`src/rtl/axi_bram_read_responder.sv`:
```
// AXI4 read-channel responder serving INCR/WRAP/FIXED bursts from a 1-cycle-latency BRAM,
// with a 2-entry output buffer so rready back-pressure never loses a beat.
package axi_bram_pkg;
    localparam int AXI_ADDR_WIDTH = 32;
    localparam int AXI_DATA_WIDTH = 32;
    localparam int AXI_STRB_WIDTH = AXI_DATA_WIDTH / 8;

    typedef struct packed {
        logic                      awvalid;
        logic [AXI_ADDR_WIDTH-1:0] awaddr;
        logic [7:0]                awlen;
        logic [2:0]                awsize;
        logic [1:0]                awburst;
        logic                      wvalid;
        logic [AXI_DATA_WIDTH-1:0] wdata;
        logic [AXI_STRB_WIDTH-1:0] wstrb;
        logic                      wlast;
        logic                      bready;
        logic                      arvalid;
        logic [AXI_ADDR_WIDTH-1:0] araddr;
        logic [7:0]                arlen;
        logic [2:0]                arsize;
        logic [1:0]                arburst;
        logic                      rready;
    } axi_req_t;

    typedef struct packed {
        logic                      awready;
        logic                      wready;
        logic                      bvalid;
        logic [1:0]                bresp;
        logic                      arready;
        logic                      rvalid;
        logic [AXI_DATA_WIDTH-1:0] rdata;
        logic [1:0]                rresp;
        logic                      rlast;
    } axi_resp_t;
endpackage

module axi_bram_read_responder
    import axi_bram_pkg::*;
#(
    parameter int                    ADDR_WIDTH = AXI_ADDR_WIDTH,
    parameter int                    DATA_WIDTH = AXI_DATA_WIDTH,
    parameter int                    MEM_DEPTH  = 4096,
    parameter logic [ADDR_WIDTH-1:0] BASE_ADDR  = 32'h1FC0_0000,
    localparam int                   MEM_AW     = $clog2(MEM_DEPTH)
) (
    input  logic                  clk,
    input  logic                  rst,
    input  axi_req_t              axi_req,
    output axi_resp_t             axi_resp,
    output logic                  mem_en,
    output logic [MEM_AW-1:0]     mem_addr,
    input  logic [DATA_WIDTH-1:0] mem_rdata
);
    localparam int BYTES      = DATA_WIDTH / 8;
    localparam int BYTE_SHIFT = $clog2(BYTES);
    localparam logic [ADDR_WIDTH:0] ADDR_LIMIT =
        {1'b0, BASE_ADDR} + (ADDR_WIDTH+1)'(MEM_DEPTH * BYTES);

    typedef enum logic [1:0] {IDLE, ISSUE, DRAIN} state_t;

    state_t                  state_reg, state_next;
    logic [MEM_AW-1:0]       word_reg, word_advance;
    logic [7:0]              len_reg;
    logic [1:0]              burst_reg;
    logic                    err_reg;
    logic [8:0]              issue_cnt_reg, sent_cnt_reg;
    logic                    inflight_reg;
    logic [1:0]              count_reg;
    logic                    wr_ptr_reg, rd_ptr_reg;
    logic [1:0][DATA_WIDTH-1:0] fifo_data;

    logic                    ar_fire, ar_err, issue_fire;
    logic                    rvalid, pop, pop_fifo, push, last_beat, wrap_ok;
    logic [DATA_WIDTH-1:0]   in_data, head_data;
    logic [MEM_AW-1:0]       wrap_mask;
    logic                    unused_req;

    assign unused_req = ^axi_req;

    assign ar_fire = (state_reg == IDLE) && axi_req.arvalid;
    assign ar_err  = (axi_req.arsize != 3'(BYTE_SHIFT))
                   || (axi_req.araddr < BASE_ADDR)
                   || ({1'b0, axi_req.araddr} >= ADDR_LIMIT);

    // Error bursts still take issue slots so their beats pace through the buffer like real reads.
    assign issue_fire = (state_reg == ISSUE) && ((count_reg + 2'(inflight_reg)) < 2'd2);

    // The beat returning from BRAM counts as buffered; it is presented directly when the buffer is empty.
    assign in_data   = err_reg ? '0 : mem_rdata;
    assign rvalid    = (count_reg != 2'd0) || inflight_reg;
    assign head_data = (count_reg != 2'd0) ? fifo_data[rd_ptr_reg] : in_data;
    assign pop       = rvalid && axi_req.rready;
    assign pop_fifo  = pop && (count_reg != 2'd0);
    assign push      = inflight_reg && !(pop && (count_reg == 2'd0));
    assign last_beat = (sent_cnt_reg == {1'b0, len_reg});

    assign wrap_ok   = (burst_reg == 2'b10) &&
                       ((len_reg == 8'd1) || (len_reg == 8'd3) || (len_reg == 8'd7) || (len_reg == 8'd15));
    assign wrap_mask = MEM_AW'(len_reg[3:0]);

    always_comb begin
        word_advance = word_reg + MEM_AW'(1);
        if (burst_reg == 2'b00) begin
            word_advance = word_reg;
        end else if (wrap_ok) begin
            word_advance = (word_reg & ~wrap_mask) | ((word_reg + MEM_AW'(1)) & wrap_mask);
        end
    end

    for (genvar gi = 0; gi < 2; gi++) begin : g_fifo
        logic [DATA_WIDTH-1:0] entry_reg;
        always_ff @(posedge clk) begin
            if (rst) begin
                entry_reg <= '0;
            end else if (push && (wr_ptr_reg == 1'(gi))) begin
                entry_reg <= in_data;
            end
        end
        assign fifo_data[gi] = entry_reg;
    end

    always_ff @(posedge clk) begin
        if (rst) begin
            state_reg <= IDLE;
        end else begin
            state_reg <= state_next;
        end
    end

    always_comb begin
        state_next = state_reg;
        case (state_reg)
            IDLE:    if (ar_fire) state_next = ISSUE;
            ISSUE:   if (issue_fire && (issue_cnt_reg == {1'b0, len_reg})) state_next = DRAIN;
            DRAIN:   if (pop && last_beat) state_next = IDLE;
            default: state_next = IDLE;
        endcase
    end

    always_comb begin
        axi_resp         = '0;
        axi_resp.arready = (state_reg == IDLE);
        axi_resp.rvalid  = rvalid;
        axi_resp.rdata   = rvalid ? head_data : '0;
        axi_resp.rresp   = (rvalid && err_reg) ? 2'b10 : 2'b00;
        axi_resp.rlast   = rvalid && last_beat;
        mem_en           = issue_fire && !err_reg;
        mem_addr         = word_reg;
    end

    always_ff @(posedge clk) begin
        if (rst) begin
            word_reg      <= '0;
            len_reg       <= '0;
            burst_reg     <= '0;
            err_reg       <= 1'b0;
            issue_cnt_reg <= '0;
            sent_cnt_reg  <= '0;
            inflight_reg  <= 1'b0;
            count_reg     <= '0;
            wr_ptr_reg    <= 1'b0;
            rd_ptr_reg    <= 1'b0;
        end else begin
            inflight_reg <= issue_fire;
            if (ar_fire) begin
                word_reg      <= axi_req.araddr[BYTE_SHIFT +: MEM_AW];
                len_reg       <= axi_req.arlen;
                burst_reg     <= axi_req.arburst;
                err_reg       <= ar_err;
                issue_cnt_reg <= '0;
                sent_cnt_reg  <= '0;
            end else begin
                if (issue_fire) begin
                    issue_cnt_reg <= issue_cnt_reg + 9'd1;
                    word_reg      <= word_advance;
                end
                if (pop) begin
                    sent_cnt_reg <= sent_cnt_reg + 9'd1;
                end
            end
            if (push) begin
                wr_ptr_reg <= ~wr_ptr_reg;
            end
            if (pop_fifo) begin
                rd_ptr_reg <= ~rd_ptr_reg;
            end
            count_reg <= count_reg + 2'(push) - 2'(pop_fifo);
        end
    end
endmodule

```
`config.mk`:
```
export PLATFORM = sky130hd
export DESIGN_NAME = axi_bram_read_responder
export DESIGN_NICKNAME = d
export VERILOG_FILES = /design/src/rtl/axi_bram_read_responder.sv
export SDC_FILE = /design/constraint.sdc
export NUM_CORES = 1
export LEC_CHECK = 0
export CAP_MARGIN = 20
export CORE_ASPECT_RATIO = 2
export CORE_MARGIN = 3
export CORE_UTILIZATION = 48
export DETAILED_ROUTE_END_ITERATION = 8
export GPL_TIMING_DRIVEN = 1
export MAX_ROUTING_LAYER = met4
export PLACE_DENSITY = 0.93
export REMOVE_ABC_BUFFERS = 1
export SYNTH_ARGS = -nofsm -noshare
export SYNTH_HDL_FRONTEND = slang
export SYNTH_SLANG_ARGS = --single-unit
export TNS_END_PERCENT = 50
```
`constraint.sdc`:
```
create_clock -name clk -period 4.6 [get_ports clk]
set_input_delay 0.92 -clock clk [delete_from_list [all_inputs] [get_ports clk]]
set_output_delay 0.92 -clock clk [all_outputs]
set_load 0.05 [all_outputs]
```
# Word-level counts from Yosys, hierarchy flattened
# Cells that the tools add are included.
# totals
register_bits,112
input_bits,166
out_inout_bits,55
word_cells,87
# op_classes
addsub,6
n_lt_le_gt_ge,4
eq_ne,14
muxes,14
bitwise_logic,6
n_reduce_logical,30
# op_table
operator,count
2-to-1 mux 32 bit,5
2-to-1 mux 12 bit,4
>= comparator 32 x 29 -> 1 bit (second input constant),1
less-than comparator 32 x 29 -> 1 bit (second input constant),1
adder 9 x 1 -> 9 bit (second input constant),2
equality test 9 x 8 -> 1 bit,2
logical AND 1 bit,14
adder 12 x 1 -> 12 bit (second input constant),1
AND 12 bit,1
AND 12 x 4 -> 12 bit,1
NOT 4 -> 12 bit,1
OR 12 bit,1
equality test 8 x 1 -> 1 bit (second input constant),1
equality test 8 x 2 -> 1 bit (second input constant),1
equality test 8 x 3 -> 1 bit (second input constant),1
equality test 8 x 4 -> 1 bit (second input constant),1
2-to-1 mux 2 bit,4
logical NOT 2 bit,3
logical OR 1 bit,6
one-hot mux 2 bit (3 select lines),1
adder 2 x 1 -> 2 bit,2
equality test 2 bit (second input constant),2
inequality test 2 x 1 -> 1 bit (second input constant),2
inequality test 2 bit (second input constant),2
other kinds (11),14

# Depth between registers and ports, before layout
# Gate-level depths: netlist of the first run.
# logic_depth
depth_word,9
mapped_depth,9
mapped_depth_nobuf,8

# Worst setup path before layout of the first run
# OpenSTA, ideal clock, no wires.
# synth_path
kind,reg-to-output
startpoint,register rd_ptr_reg
endpoint,output port axi_resp[15] in the netlist's numbering
arrival_time_ns,2.231
required_ns,3.680
slack_ns,1.449
stages_incl_launch_ff,5
n_path_buf,2
path_cell_list,dfxtp_1 > clkbuf_1 > clkbuf_1 > mux2i_1 > o21ai_0
# synth_rtl
item,line_no,rtl
from (decl),72,"logic wr_ptr_reg, rd_ptr_reg;"
from (signal assigned),188,rd_ptr_reg <= ~rd_ptr_reg;
to (decl),52,"output axi_resp_t axi_resp,"

==> results.cfg, run 1 <==
[yosys]
ys.flop_type = dfxtp_1
syn_inst = 727
synth_edf_count = 0
yosys_warnings = 0
syn_area_um2 = 5630
ys_seq_elements = 112
syn_avg_cell_area_um2 = 7.74
yosysUniqueCellTypes = 42
async_reset_ff_frac = 0
seq_area_frac_synth = 0.398

[grt]
grt_max_degree = 75
antenna_found_initial = 0
grtUsageTotal = 0.229
overflow = 0
grt_first_pass_wirelength_um = 23300
first_global_vias = 5094

[clock_network]
cts_sinks = 112
holdBufCountCts = 0
cts_tree = yes
htree_levels = 3
cts.repair.resized = 0
clockBufferDepth = 2
cts_setup_buffers = 0
clk_latency_ns = 0.34
cts_made_buffers = 9
clockRootBuffer = clkbuf_16
clkTransAtPathRegs_ns = 0.07

[worst_setup_path]
critPathArrivalTime_ns = 2.84
ff2ff_setup_slack_ns = 2.26
critPathCapture = axi_resp[14]
r2r_cells = 6
cp_max_fo = 39
cp-start-kind = register
rr_startpoint = count_reg[1]
end_kind = primary output
criticalPathCategory = reg2out
crit_path_start = count_reg[1]
r2r-end = g_fifo[1].entry_reg[12]
worstPathRequired_ns = 3.68

[detailed_routing]
drc = 0
routedWlPerCell_um = 15.1
postRouteAntennaNets = 0
wirelength_um = 14600
dr.pass1.iters = 5
vias = 5268
drt_iter0_markers = 252
vias_per_cell = 5.45

[cells_and_area]
n_antenna_cell = 0
nNetsFinal = 992
final_area_um2 = 7220
largest_register_ffs = 64
area_growth_syn_to_layout_pct = 28.3
final_cell_mix = 165 x nand2_1, 126 x clkdlybuf4s50_1, 111 x dfxtp_1
fill_cells = 972
layout_commonest_cell = nand2_1
layout-drive-gt1-share = 0.0400
final_util = 0.636

[timing]
fin_crit_ns = 3.76
fin_setup_tns_ns = 0
fmax_mhz = 266
timing.hold.ws_ns = 0.454
worst_pin_slew_ns = 0.820
fin_worst_skew_ns = 0.00904
rsz0062_at_grt = false
hold_viol_final = 0
finalCritPeriodShare = 0.817
finalMaxSlewViolations = 0
setup_violations = 0
slew_headroom = 0.453

[place]
routabilityCongestion = 0.901
portBuffers = 127
dp_hpwl_um = 10500
place_area_um2 = 6910

[worst_hold_path]
min_path_type = reg2reg

[power_and_ir_drop]
p_leak_nw = 2.44
ir_worst_vdd_mv = 0.509
powerDensity_nw_per_um2 = 438

[floorplanning]
coreArea_um2 = 11400
dieHeight_um = 159
pin_count = 221
rows = 55
start_util = 0.496
fp.dieW_um = 82.6
die-area_um2 = 13100

[flow_run]
drv_cap = 0

[run_status]
status = finished clean
## worst min-delay path by stage
stage,startpoint,to,cells after the start
2_1_floorplan,g_fifo[0].entry_reg[0],g_fifo[0].entry_reg[0],2
3_3_place_gp,g_fifo[0].entry_reg[4],g_fifo[0].entry_reg[4],2
3_5_place_dp,g_fifo[1].entry_reg[5],g_fifo[1].entry_reg[5],2
4_1_cts,g_fifo[1].entry_reg[5],g_fifo[1].entry_reg[5],2
5_1_grt,g_fifo[1].entry_reg[3],g_fifo[1].entry_reg[3],2
6_report,g_fifo[0].entry_reg[30],g_fifo[0].entry_reg[30],2
## routing by layer
layer / GRT usage / routed length (um)
met2: 0.419 / 8050
met3: 0.0391 / 796
met5: - / 0
met1: 0.231 / 5300
met4: 0.0871 / 437
## area by class of cell
| type | count | area, um2 | share of cell area |
|---|---|---|---|
| clock buffer | 11 | 233 | 0.0322 |
| sequential | 112 | 2240 | 0.311 |
| tap | 142 | 178 | 0.0246 |
| multi-input combinational | 560 | 3140 | 0.436 |
| timing repair buffer | 136 | 1330 | 0.185 |
| clock inverter | 4 | 78.8 | 0.0109 |
| inverter | 2 | 7.51 | 0.00104 |
## where the power goes
part           leakage, nW  total [W]  switching, W  internal, W
registers            0.909    0.00118      0.000134      0.00104
logic                 1.38    0.00117      0.000764     0.000409
clock network        0.148   0.000813      0.000335     0.000479
total                 2.44    0.00316       0.00123      0.00193
## per-stage QoR
step                      total power (W)  worst slack (ns)  instances
after floorplan                   0.00194             0.284        674
after global placement            0.00234             0.943        952
after detailed placement          0.00237             0.958        952
after CTS                         0.00319             0.802        967
after global routing              0.00331             0.633        967
final                             0.00316             0.840        967
## cell usage after synthesis, types with 11 or more instances
library cell	n	share of area
nand2_1	165	0.11
dfxtp_1	112	0.40
a21oi_1	78	0.069
nor2_1	43	0.029
nand3_1	40	0.036
clkbuf_1	35	0.023
nor2b_1	35	0.039
o21ai_0	35	0.031
mux2i_1	34	0.060
xor2_1	27	0.042
xnor2_1	18	0.028
a211oi_1	12	0.016
nand4_1	11	0.012
## logic make-up after synthesis
kind of cell             count (synthesis)  synth area share
buffers and inverters                   60            0.0480
multiplexers                            34            0.0605
adder cells (fa/ha/maj)                  5            0.0111
AND/OR/NAND/NOR                        332             0.273
flip-flops                             112             0.398
AO/OA/AOI/OAI                          138             0.139
other                                    1          0.000666
XOR/XNOR                                45            0.0700
## worst max-delay path: stages (launching register included)
cell and delay, ns:
dfxtp_1 0.42, nor2_4 0.56, buf_4 0.44, nand3_1 0.11, o21ai_0 0.10, clkdlybuf4s50_1 0.88
(Power assumes the default switching activity.)
==> run 2: changes to the inputs <==
--- a/config.mk
+++ b/config.mk
@@ -8,11 +8,11 @@
 export CAP_MARGIN = 20
 export CORE_ASPECT_RATIO = 2
 export CORE_MARGIN = 3
-export CORE_UTILIZATION = 48
+export CORE_UTILIZATION = 44
 export DETAILED_ROUTE_END_ITERATION = 8
 export GPL_TIMING_DRIVEN = 1
 export MAX_ROUTING_LAYER = met4
-export PLACE_DENSITY = 0.93
+export PLACE_DENSITY = 0.87
 export REMOVE_ABC_BUFFERS = 1
 export SYNTH_ARGS = -nofsm -noshare
 export SYNTH_HDL_FRONTEND = slang
==> constraint.sdc (replaced) <==
create_clock -name clk -period 3.57 [get_ports clk]
set_input_delay 0.714 -clock clk [delete_from_list [all_inputs] [get_ports clk]]
set_output_delay 0.714 -clock clk [all_outputs]
set_load 0.05 [all_outputs]
==> results.cfg, run 2 (synthesis results as in run 1) <==
[timing]
finalMaxSlewViolations = 0
hold_viol_final = 0
timing.hold.ws_ns = 0.455
rsz0062_at_grt = false
slew_headroom = 0.525
finalCritPeriodShare = 0.899
fin_worst_skew_ns = 0.0119
fin_crit_ns = 3.21
fmax_mhz = 311
worst_pin_slew_ns = 0.712
finalWorstSetupSlack_ns = 0.360
setup_violations = 0

[detailed_routing]
drt_iter0_markers = 243
met3_length_um = 606
wirelength_um = 14300
m1WireLength_um = 5530
postRouteAntennaNets = 0
vias_per_cell = 5.36
highest_layer = met4
drc = 0
dr.pass1.iters = 5
routedWlPerCell_um = 14.6
vias = 5254
route.met2.wl_um = 7750

[worst_setup_path]
cp_num_cells = 5
r2r_cells = 6
cpPeakStageDelay_ns = 0.85
critPathCapture = axi_resp[12]
criticalPathCategory = in2out
slowest_stage = clkdlybuf4s50_1
critPathTopFamily = buffers and inverters
crit_path_start = mem_rdata[9]
cpMostUsedCell = clkdlybuf4s50_1
critPathBufInv = 2
rr_startpoint = count_reg[0]
ff2ff_setup_slack_ns = 1.51
cp-start-kind = input pin
critPathArrivalTime_ns = 2.50
r2r-end = g_fifo[1].entry_reg[12]
path_cells = clkdlybuf4s50_1 -> nor2b_1 -> nand3_1 -> o21ai_0 -> clkdlybuf4s50_1
end_kind = primary output
cp_max_fo = 3
worstPathRequired_ns = 2.86

[cells_and_area]
nNetsFinal = 999
final_cell_mix = 165 x nand2_1, 121 x clkdlybuf4s50_1, 111 x dfxtp_1
final_util = 0.591
final_area_um2 = 7290
area_growth_syn_to_layout_pct = 29.5
stdcell_count = 980
layout_commonest_cell = nand2_1
n_antenna_cell = 0
layout-drive-gt1-share = 0.0552
largest_register_ffs = 64

[grt]
first_global_vias = 5053
grt_max_degree = 45
antenna_found_initial = 0
grtUsageTotal = 0.206
overflow = 0
grt_first_pass_wirelength_um = 23600

[clock_network]
clockBufferDepth = 2
clk_latency_ns = 0.34
cts.repair.resized = 0
holdBufCountCts = 0
cts_setup_buffers = 0
cts_sinks = 112
clockRootBuffer = clkbuf_16
cts_tree = yes
clkTransAtPathRegs_ns = 0.07
cts_made_buffers = 9
htree_levels = 3

[floorplanning]
dieHeight_um = 166
rows = 57
coreArea_um2 = 12300
die-area_um2 = 14300
pin_count = 221
start_util = 0.456
fp.dieW_um = 86.0

[place]
place_area_um2 = 6990
routabilityCongestion = 0.887
place_worst_setup_slack_ns = 0.327
dp_cells = 964
dp_hpwl_um = 10500
portBuffers = 127

[run_status]
status = finished clean

[worst_hold_path]
min_path_type = reg2reg
min_from = g_fifo[0].entry_reg[2]
hold_depth = 2

[power_and_ir_drop]
p_leak_nw = 2.49
ir_worst_vdd_mv = 0.466
powerDensity_nw_per_um2 = 561

[flow_run]
drv_cap = 0
-- run 2: changes by cell type in the layout (fill, tap and decap cells not counted) --
cell,change
clkinvlp_4,+1
clkdlybuf4s50_1,-5
clkinv_4,+1
inv_8,-1
buf_12,+3
bufinv_16,-1
clkbuf_8,+1
buf_4,+9
-- run 2: area by class of cell --
type	count	area, um2
multi-input cells	560	3140
repair buffers	143	1410
well taps	147	184
inverters	2	7.51
clock buffers	12	246
fillers	1115	5050
clock inverters	4	53.8
flip-flops and latches	112	2240
-- run 2: worst min-delay path: stages, from the launching register on --
cell     delay, ns
dfxtp_1       0.31
nand2_1       0.05
a21oi_1       0.05
-- run 2: metrics by stage --
step                TNS [ns]  power (W)
floorplan             -17.29    0.00249
global placement           0    0.00311
detailed placement         0    0.00313
CTS                        0    0.00414
global route               0    0.00432
finish                     0    0.00409
-- run 2: metal layers --
metal,up-vias,global-route usage
met5,-,-
met4,0,0.0806
met3,33,0.0298
met2,166,0.366
met1,2419,0.225
li1,2636,-
-- run 2: power breakdown --
part / switching, W / leakage, nW / total, W / internal (W)
Combinational: 0.00105 / 1.44 / 0.00164 / 0.000590
Clock: 0.000434 / 0.139 / 0.00100 / 0.000566
Sequential: 0.000109 / 0.909 / 0.00145 / 0.00135
Total: 0.00159 / 2.49 / 0.00409 / 0.00250
-- run 2: worst min-delay path by stage --
stage,endpoint,slack [ns]
3_3_place_gp,g_fifo[1].entry_reg[13],0.44
3_5_place_dp,g_fifo[0].entry_reg[10],0.45
2_1_floorplan,g_fifo[0].entry_reg[0],0.43
4_1_cts,g_fifo[0].entry_reg[3],0.46
6_report,g_fifo[0].entry_reg[2],0.46
5_1_grt,g_fifo[0].entry_reg[3],0.47
==> run 3: changes to the inputs <==
--- a/config.mk
+++ b/config.mk
@@ -6,9 +6,11 @@
 export NUM_CORES = 1
 export LEC_CHECK = 0
 export CAP_MARGIN = 20
+export CELL_PAD_IN_SITES_DETAIL_PLACEMENT = 1
+export CELL_PAD_IN_SITES_GLOBAL_PLACEMENT = 2
 export CORE_ASPECT_RATIO = 2
 export CORE_MARGIN = 3
-export CORE_UTILIZATION = 44
+export CORE_UTILIZATION = 24
 export DETAILED_ROUTE_END_ITERATION = 8
 export GPL_TIMING_DRIVEN = 1
 export MAX_ROUTING_LAYER = met4
==> results.cfg, run 3 (synthesis results as in run 1) <==
[run_status]
status = finished clean

[clock_network]
cts.repair.resized = 0
htree_levels = 3
clockRootBuffer = clkbuf_16
cts_made_buffers = 9
clockBufferDepth = 2
clk_latency_ns = 0.36
clkTransAtPathRegs_ns = 0.09
cts_sinks = 112
cts_tree = yes
holdBufCountCts = 0
cts_setup_buffers = 0

[worst_setup_path]
cp_max_fo = 6
rr_startpoint = count_reg[1]
crit_path_start = len_reg[1]
end_kind = primary output
critPathArrivalTime_ns = 2.49
cp-start-kind = register
criticalPathCategory = reg2out
worstPathRequired_ns = 2.86

[cells_and_area]
n_antenna_cell = 0
seq_area_um2 = 2250
final_area_um2 = 7450
layout-drive-gt1-share = 0.0661
final_cell_mix = 165 x nand2_1, 116 x clkdlybuf4s50_1, 109 x dfxtp_1
nNetsFinal = 998
fill_cells = 2747
layout_commonest_cell = nand2_1
multi_input_area_um2 = 3150
area_growth_syn_to_layout_pct = 32.4
largest_register_ffs = 64

[power_and_ir_drop]
p_total_w = 0.00413
powerDensity_nw_per_um2 = 555
p_leak_nw = 2.50
ir_worst_vdd_mv = 0.416

[grt]
overflow = 0
grtUsageTotal = 0.146
first_global_vias = 5551
grt_first_pass_wirelength_um = 28400
grt_use_met1 = 0.141
met2_usage = 0.288
antenna_found_initial = 0
top_usage_layer = met2
grt_max_degree = 68
met3_usage = 0.0155

[place]
dp_hpwl_um = 13000
portBuffers = 127
routabilityCongestion = 0.758
place_area_um2 = 7160

[timing]
rsz0062_at_grt = false
worst_pin_slew_ns = 0.770
fmax_mhz = 312
fin_setup_tns_ns = 0
finalMaxSlewViolations = 0
hold_viol_final = 0
fin_crit_ns = 3.20
setup_violations = 0
finalCritPeriodShare = 0.897
slew_headroom = 0.487
fin_worst_skew_ns = 0.0152

[detailed_routing]
drc = 0
drt_iter0_markers = 172
vias = 5276
routedWlPerCell_um = 15.8
wirelength_um = 17600
postRouteAntennaNets = 0
dr.pass1.iters = 4
vias_per_cell = 4.74

[worst_hold_path]
min_path_type = reg2reg
min_from = g_fifo[0].entry_reg[29]

[flow_run]
drv_cap = 0

[floorplanning]
dieHeight_um = 223
die-area_um2 = 25400
coreArea_um2 = 22800
fp.dieW_um = 114
rows = 78
start_util = 0.246
pin_count = 221
## run 3: cell types whose count changed in the layout (fill, tap and decap cells not counted), moves of 2 or more
cell / change
dfxtp_1: -2
clkdlybuf4s50_1: -5
buf_4: +4
dfxtp_2: +2
inv_6: +4
clkbuf_1: -2
## run 3: final timing paths
check | endpoint | slack [ns] | depth (start not counted)
setup / recovery | axi_resp[0] | 0.37 | 5
hold / removal | g_fifo[0].entry_reg[29] | 0.46 | 2
setup reg to reg | g_fifo[0].entry_reg[12] | 1.48 | 6
hold reg to reg | g_fifo[0].entry_reg[29] | 0.46 | 2
## run 3: worst max-delay path: stages, from the launching register on
cell and delay [ns]:
dfxtp_1 0.51, xnor2_1 0.17, nand4_1 0.12, nor4_1 0.33, and2_1 0.19, clkdlybuf4s50_1 0.80
## run 3: routing by layer
metal | vias to the layer above | routed length, um
met4 | 0 | 323
met2 | 94 | 10400
met5 | - | 0
met3 | 17 | 475
met1 | 2523 | 6430
li1 | 2642 | -
## run 3: cell type report
class / count / area share
clock buffers: 9 / 0.0302
repair buffers: 142 / 0.189
flip-flops and latches: 112 / 0.301
multi-input cells: 560 / 0.423
well taps: 280 / 0.0470
inverters: 2 / 0.00101
clock inverters: 7 / 0.00823
## run 3: stage by stage
| stage | setup WS [ns] | hold slack, ns | std cells | utilization |
|---|---|---|---|---|
| after floorplan | -0.540 | 0.430 | 674 | - |
| after global placement | 0.396 | 0.440 | 1096 | 0.314 |
| after detailed placement | 0.379 | 0.448 | 1096 | 0.314 |
| after CTS | 0.353 | 0.459 | 1112 | 0.326 |
| after global routing | 0.235 | 0.471 | 1112 | 0.326 |
| final | 0.366 | 0.456 | 1112 | 0.326 |
## run 3: power by group
part	internal, W	switching, W	total (W)
Clock	0.000490	0.000517	0.00101
Sequential	0.00135	0.000132	0.00148
Combinational	0.000575	0.00107	0.00165
